--- src/rtl/proc_reg_pkg.sv ---
// rtl/proc_reg_pkg.sv - shared op encoding and select-width helper for the multi-channel counter register
package proc_reg_pkg;

    typedef enum logic [2:0] {
        OP_HOLD,
        OP_CLR,
        OP_LD,
        OP_INC,
        OP_DEC
    } op_e;

    // A two-channel block still needs a one-bit select port.
    function automatic int clog2_min1(input int n);
        return (n <= 2) ? 1 : $clog2(n);
    endfunction

endpackage

--- src/rtl/counter_reg_ch.sv ---
// rtl/counter_reg_ch.sv - one counter channel: priority decode, step arithmetic, sticky overflow
module counter_reg_ch
    import proc_reg_pkg::*;
#(
    parameter int WIDTH = 16,
    parameter int STEP  = 1,
    parameter int WRAP  = 1
) (
    input  logic             clk_i,
    input  logic             rst_ni,
    input  logic [WIDTH-1:0] bin_i,
    input  logic             wr_i,
    input  logic             clr_i,
    input  logic             inc_i,
    input  logic             dec_i,
    input  logic             ovf_clr_i,
    output logic [WIDTH-1:0] cnt_o,
    output logic             ovf_o
);

    localparam logic [WIDTH:0] STEP_W = (WIDTH+1)'(STEP);

    logic [WIDTH-1:0] cnt_q, cnt_d;
    logic             ovf_q, ovf_d;
    logic [WIDTH:0]   sum_w, diff_w;
    logic             step_ovf;
    op_e              op;

    // Top bit of the extended sum is the carry; of the extended difference, the borrow.
    assign sum_w  = {1'b0, cnt_q} + STEP_W;
    assign diff_w = {1'b0, cnt_q} - STEP_W;

    always_comb begin
        op = OP_HOLD;
        if (clr_i) begin
            op = OP_CLR;
        end else if (inc_i ^ dec_i) begin
            op = inc_i ? OP_INC : OP_DEC;
        end else if (wr_i) begin
            op = OP_LD;
        end
    end

    always_comb begin
        cnt_d    = cnt_q;
        step_ovf = 1'b0;
        case (op)
            OP_CLR: cnt_d = '0;
            OP_LD:  cnt_d = bin_i;
            OP_INC: begin
                step_ovf = sum_w[WIDTH];
                cnt_d    = (sum_w[WIDTH] && (WRAP == 0)) ? '1 : sum_w[WIDTH-1:0];
            end
            OP_DEC: begin
                step_ovf = diff_w[WIDTH];
                cnt_d    = (diff_w[WIDTH] && (WRAP == 0)) ? '0 : diff_w[WIDTH-1:0];
            end
            default: cnt_d = cnt_q;
        endcase
        ovf_d = step_ovf | (ovf_q & ~ovf_clr_i);
    end

    always_ff @(posedge clk_i or negedge rst_ni) begin
        if (!rst_ni) begin
            cnt_q <= '0;
            ovf_q <= 1'b0;
        end else begin
            cnt_q <= cnt_d;
            ovf_q <= ovf_d;
        end
    end

    assign cnt_o = cnt_q;
    assign ovf_o = ovf_q;

endmodule

--- src/rtl/multi_ch_counter_reg.sv ---
// rtl/multi_ch_counter_reg.sv - NUM_CH counter channels with registered zero-when-idle bus read-back
module multi_ch_counter_reg
    import proc_reg_pkg::*;
#(
    parameter int WIDTH  = 16,
    parameter int NUM_CH = 4,
    parameter int SEL_W  = clog2_min1(NUM_CH),
    parameter int STEP   = 1,
    parameter int WRAP   = 1
) (
    input  logic                    clk,
    input  logic                    RST_N,
    input  logic [WIDTH-1:0]        BIN,
    input  logic [NUM_CH-1:0]       WR,
    input  logic [NUM_CH-1:0]       CLR,
    input  logic [NUM_CH-1:0]       INC,
    input  logic [NUM_CH-1:0]       DEC,
    input  logic [NUM_CH-1:0]       OVF_CLR,
    input  logic                    LDBUS,
    input  logic [SEL_W-1:0]        RSEL,
    output logic [WIDTH-1:0]        BOUT,
    output logic                    BOUT_VLD,
    output logic [NUM_CH-1:0]       OVF,
    output logic [NUM_CH*WIDTH-1:0] CNT_FLAT
);

    logic [WIDTH-1:0] cnt_w [NUM_CH];
    logic [WIDTH-1:0] rd_data;
    logic             rd_hit;
    logic [WIDTH-1:0] bout_q, bout_d;
    logic             bout_vld_q, bout_vld_d;

    for (genvar i = 0; i < NUM_CH; i++) begin : g_ch
        counter_reg_ch #(
            .WIDTH (WIDTH),
            .STEP  (STEP),
            .WRAP  (WRAP)
        ) u_ch (
            .clk_i     (clk),
            .rst_ni    (RST_N),
            .bin_i     (BIN),
            .wr_i      (WR[i]),
            .clr_i     (CLR[i]),
            .inc_i     (INC[i]),
            .dec_i     (DEC[i]),
            .ovf_clr_i (OVF_CLR[i]),
            .cnt_o     (cnt_w[i]),
            .ovf_o     (OVF[i])
        );
        assign CNT_FLAT[i*WIDTH +: WIDTH] = cnt_w[i];
    end

    // Out-of-range selects match no channel, so the mux yields zero rather than X.
    always_comb begin
        rd_data = '0;
        for (int i = 0; i < NUM_CH; i++) begin
            if (RSEL == SEL_W'(i)) begin
                rd_data = cnt_w[i];
            end
        end
    end

    assign rd_hit     = LDBUS && (int'(RSEL) < NUM_CH);
    assign bout_d     = rd_hit ? rd_data : '0;
    assign bout_vld_d = rd_hit;

    always_ff @(posedge clk or negedge RST_N) begin
        if (!RST_N) begin
            bout_q     <= '0;
            bout_vld_q <= 1'b0;
        end else begin
            bout_q     <= bout_d;
            bout_vld_q <= bout_vld_d;
        end
    end

    assign BOUT     = bout_q;
    assign BOUT_VLD = bout_vld_q;

endmodule
--- config.mk ---
export PLATFORM = sky130hd
export DESIGN_NAME = multi_ch_counter_reg
export DESIGN_NICKNAME = d
export VERILOG_FILES = /design/src/rtl/proc_reg_pkg.sv /design/src/rtl/counter_reg_ch.sv /design/src/rtl/multi_ch_counter_reg.sv
export SDC_FILE = /design/constraint.sdc
export NUM_CORES = 1
export LEC_CHECK = 0
export ABC_AREA = 0
export CORE_MARGIN = 2
export CORE_UTILIZATION = 25
export CTS_BUF_LIST = sky130_fd_sc_hd__clkbuf_8
export DETAILED_ROUTE_END_ITERATION = 8
export DONT_BUFFER_PORTS = 1
export PLACE_DENSITY = 0.36
export SYNTH_ARGS = -nofsm -noshare
export SYNTH_HDL_FRONTEND = slang
export SYNTH_SLANG_ARGS = --single-unit
--- constraint.sdc ---
create_clock -name clk -period 2.1 [get_ports clk]
set_input_delay 0.105 -clock clk [delete_from_list [all_inputs] [get_ports clk]]
set_output_delay 0.105 -clock clk [all_outputs]
set_load 0.02 [all_outputs]
* Yosys cells after proc, flatten, opt, wreduce, memory -nomap -nowiden *
Cells that the tools add are included.

operators by class
  add/sub/neg operators = 8
  eq/ne operators = 19
  multiplexer cells = 29
  bitwise operators = 16
  reduce and logical (&&, ||, !) cells = 5

operator list
  cell                     number
  $pmux W16 S4             4
  $mux W16                 5
  $add A16 B1 Y17 const B  4
  $sub A16 B1 Y17 const B  4
  $mux W3                  12
  $eq A3 B2 Y1 const B     8
  $reduce_bool A4 Y1       4
  $eq A3 B1 Y1 const B     4
  $eq A3 B3 Y1 const B     4
  $mux W2                  4
  $pmux W1 S2              4
  $and A1 B1 Y1            4
  $eq A2 B2 Y1 const B     2
  $not A1 Y1               4
  $or A1 B1 Y1             4
  $xor A1 B1 Y1            4
  $eq A2 B1 Y1 const B     1
  $logic_not A2 Y1         1

word-level totals
  bits in registers = 85
  output and inout bits = 85
  word-level logic and storage cells = 87

* Depth between registers and ports, before layout *
  depth after elaboration = 6
  depth in mapped cells = 9
  depth with buffers taken out = 7

* Hierarchy *
From an unflattened synthesis, not the netlist that was laid out.

second synthesis, totals
  cell total of the unflattened synthesis = 846
  area, all modules = 7113.1 um^2

by module, submodules not included
  module                              instances  cells each  area an instance (um^2)  seq. area each (um^2)
  counter_reg_ch at g_ch[1].u_ch ...  2          191         1531.5                   425.4
  counter_reg_ch at g_ch[3].u_ch      1          196         1554.0                   425.4
  counter_reg_ch at g_ch[0].u_ch      1          194         1546.5                   425.4
  multi_ch_counter_reg                1          74          949.7                    425.4

* Worst setup path after synthesis *
No wires, ideal clock.

  path type = flip-flop to flip-flop
  from = register g_ch[0].u_ch.cnt_q[0]
  to = register g_ch[0].u_ch.cnt_q[14]
  arrival time = 2315 ps
  slack = -281 ps
  cell stages (with the launch flop) = 10
  path buffers = 2
  cell sequence = dfrtp_1 clkbuf_1 inv_1 ha_1 or3b_2 clkbuf_1 nor4_1 a221o_1 nand3_1 nand2_1

between the ends
  cells in the longest elaborated chain, start to end = 2
  elaborated cells on any way between the ends = 3
  those cells by class = add/sub (2); mux (1)

RTL lines
  item                                                line                                        RTL
  start, declared                                     counter_reg_ch.sv:23                        logic [WIDTH-1:0] cnt_q, cnt_d;
  start signal, assigned                              counter_reg_ch.sv:68                        cnt_q <= cnt_d;
  $sub A16 B1 Y17 or $add A16 B1 Y17 (tied branches)  counter_reg_ch.sv:31, counter_reg_ch.sv:30
  $pmux W16 S4 *                                      counter_reg_ch.sv:47                        case (op)

Mark *: on every way between the ends. The rest lies on a longest branch, timed or not.
A chain may end at the register's enable or synchronous reset.

* Worst setup path after layout *
  from = register g_ch[3].u_ch.cnt_q[10]
  to = register g_ch[3].u_ch.ovf_q

between the ends
  cells in the longest elaborated chain, start to end = 3
  elaborated cells on any way between the ends = 4
  those cells by class = add/sub (2); mux (1); bitwise (1)

RTL lines
  item                                                line                                        RTL
  start, declared                                     counter_reg_ch.sv:23
  start signal, assigned                              counter_reg_ch.sv:68
  $sub A16 B1 Y17 or $add A16 B1 Y17 (tied branches)  counter_reg_ch.sv:31, counter_reg_ch.sv:30
  $pmux W1 S2 *                                       counter_reg_ch.sv:47
  $or A1 B1 Y1 *                                      counter_reg_ch.sv:60                        ovf_d = step_ovf | (ovf_q & ~ovf_clr_i);
  via g_ch[3].u_ch.ovf_d                              counter_reg_ch.sv:24                        logic ovf_q, ovf_d;
  end signal, assigned                                counter_reg_ch.sv:69                        ovf_q <= ovf_d;
  end, declared                                       counter_reg_ch.sv:24

Mark *: on every way through the listed nets, which the timed path passes. The rest lies on a longest branch.

==> flow_summary.toml <==
[status]
status = "finished with violations"
violations = "setup timing"

[global_route]
overflow = 0
grt_max_degree = 86
grt_antenna_before_repair = 1
grt_pass1_wl_mm = 48.3
grt_pass1_vias = 7236
grt_usage = 0.222

[synth]
yosysTopAreaCell = "dfrtp_1"
synth_fa_ha_area_frac = 0.0286
syn_area_sq_um = 7010
synthMuxAreaShare = 0.0671
synth_top_family_by_area = "simple AND/OR/NAND/NOR gates"
synth.top_cell.area_share = 0.303
synth-compound-area-share = 0.246
syn-num-nets = 899
seq_area_frac_synth = 0.303
netlist-cell-type-count = 69
synth-seq-cells = 85
synth_cells = 842
synth_flop_cell = "dfrtp_1"
avgSynthCellArea_sq_um = 8.32
synth-async-reset-ratio = 1.00
synthTopCellsByCount = "dfrtp_1, clkbuf_1, nand2_1"
synth_edf_count = 0
ys_top_cells_by_area = "dfrtp_1, mux4_2, clkbuf_1"
synth_xor_area_frac = 0.0450
yosysMostFrequentCell = "dfrtp_1"
synthSimpleGateAreaFrac = 0.248
yosysWarningCount = 0

[worst_setup_path]
startpoint_type = "flip-flop"
reg2reg_depth = 5
cp-end-kind = "flip-flop"
r2r_setup_slack_ps = -110
critical_path.max_stage_delay_ps = 540
reg2reg_from = "g_ch[3].u_ch.cnt_o[10]"
crit_arrival_ps = 2530
timing.rr.end = "g_ch[3].u_ch.ovf_o"
cp_num_buf_inv = 0
path_delay_family = "simple AND/OR/NAND/NOR gates"
crit_slowest_cell = "or4_4"
crit_type = "reg2reg"
crit_fanout = 2
cp_data_required_time_ps = 2420
worstPathCellList = "or4_4 > or4_4 > or3_4 > or3_4 > o211ai_2"

[min_path]
hold_depth = 2
worstHoldStart = "RSEL[1]"
hp-class = "in2reg"
whs_endpoint = "BOUT[15]"

[pwr]
p_per_area_nw_per_um2 = 828
p_leak_nw = 3.66
ir_drop_uv = 394

[placed_design]
place_congestion = 0.831
port_buffers = 0
place_area_sq_um = 8310
dp_hpwl_mm = 23.7
post-place-cells = 1278

[drt]
drc_errors = 0
avgViaCountPerCell = 5.64
wire_per_inst_microns = 24.4
drt_iter0_markers = 694
drtAntennaViolNets = 0
firstDrtPassIters = 5
wl_mm = 32.6
vias = 7527

[die]
initial_core_util = 0.253
die_area_sq_um = 29400
rows = 61
ios = 126
die_w_microns = 171
die_h_microns = 171
core_sq_um = 27700

[sta]
timing.fmax_mhz = 453
period_share = 1.05
hold_viol_final = 0
finalWorstSetupSlack_ps = -109
fin_crit_ps = 2210
finClkSkew_ps = 15.0
setup_viol = 2
max_slew_margin = 0.482
rsz0062_at_grt = "true"
drv_slew = 0
tightest_slew_ps = 770

[clocking]
cts_buffer_depth = 2
h-tree-depth = 3
cts-root-buf = "clkbuf_8"
clock-sinks = 85
cts_tree = "done"
cts_buffers = 9
insertion_delay_ps = 400
path_clk_slew_ps = 110

[layout]
n_fill_cell = 2952
final_nets = 1007
final_cell_area_sq_um = 9000
syn_to_final_growth_pct = 28.4
fin_cells = 1334
drive_gt1_frac = 0.240
post-route-util = 0.325

[flow_run]
maxCapViolations = 0
## logic make-up after synthesis
family          after synthesis
buf+inv                     108
mux                          26
simple gates                326
fa+ha+maj                    16
flops                        85
xor+xnor                     36
compound gates              245
## placed cells by master (no fill, tap or decap), types with 8 or more instances in the layout
cell / count
nand3_1: 35
a31oi_1: 13
or3_1: 9
inv_1: 25
o211ai_1: 16
ha_1: 15
xnor2_1: 21
o31a_1: 8
nor4_1: 18
o22ai_1: 9
dfrtp_1: 78
a21oi_1: 33
a221o_1: 10
nand2b_1: 8
nand4_1: 12
mux4_2: 15
nor3_1: 33
clkbuf_8: 9
buf_4: 149
nand2_1: 60
and3_1: 15
xor2_1: 15
a221oi_1: 9
and2_1: 20
a22oi_1: 28
o21ai_0: 48
dlygate4sd3_1: 27
nor2_1: 56
and4_1: 8
## worst max-delay path by stage
stage	startpoint	to	cells after the start
2_1_floorplan	g_ch[3].u_ch.cnt_o[9]	g_ch[3].u_ch.ovf_o	6
3_3_place_gp	g_ch[3].u_ch.cnt_o[9]	g_ch[3].u_ch.ovf_o	5
3_5_place_dp	g_ch[3].u_ch.cnt_o[9]	g_ch[3].u_ch.ovf_o	5
4_1_cts	g_ch[3].u_ch.cnt_o[9]	g_ch[3].u_ch.ovf_o	5
5_1_grt	g_ch[3].u_ch.cnt_o[10]	g_ch[3].u_ch.ovf_o	5
6_report	g_ch[3].u_ch.cnt_o[10]	g_ch[3].u_ch.ovf_o	5
## through the flow
| stage | total power, W | setup TNS [ps] | setup WS (ps) | hold WS (ps) |
|---|---|---|---|---|
| 2_1_floorplan | 0.00431 | -406 | -246 | -191 |
| 3_3_place_gp | 0.00567 | -100 | -60.1 | -186 |
| 3_5_place_dp | 0.00568 | -167 | -98.5 | -186 |
| 4_1_cts | 0.00738 | -221 | -132 | 4.17 |
| 5_1_grt | 0.00787 | -334 | -138 | 27.2 |
| 6_report | 0.00745 | -157 | -109 | 32.8 |
## layout make-up
class,count,area (sq um),share of cell area
Antenna cell,1,2.50,0.000278
Clock buffer,9,124,0.0138
Clock inverter,7,121,0.0135
Inverter,25,93.8,0.0104
Multi-Input combinational cell,649,4570,0.508
Sequential cell,85,2140,0.237
Tap cell,378,473,0.0526
Timing Repair Buffer,180,1480,0.164
## worst register-to-register path, cell delays in order (launching register included)
cell	delay, ps
dfrtp_1	400
or4_4	540
or4_4	430
or3_4	340
or3_4	330
o211ai_2	80
## sequential cells by signal (all words and copies together) (netlist names)
register and flops:
BOUT 16, BOUT_VLD 1, g_ch.u_ch.cnt_o 64, g_ch.u_ch.ovf_o 4
## routing by layer
metal | vias up | track usage | share of wire
li1 | 3438 | - | -
met2 | 293 | 0.363 | 0.47
met4 | 0 | 0.0450 | 0.015
met3 | 32 | 0.0449 | 0.073
met1 | 3764 | 0.302 | 0.44
met5 | - | 0 | 0
## where the power goes
group	leakage [nW]	switching, W	internal (W)	total [W]
registers	1.12	0.000455	0.00190	0.00236
logic	2.43	0.00205	0.00150	0.00355
clock network	0.112	0.000747	0.000795	0.00154
## what timing repair did
action,CTS,global route
hold endpoints to repair,169,0
gates resized for setup,4,14
setup endpoints to repair,5,21
pin swaps,0,3
hold buffers,28,0
buffers inserted,0,11
(Power assumes the default switching activity.)
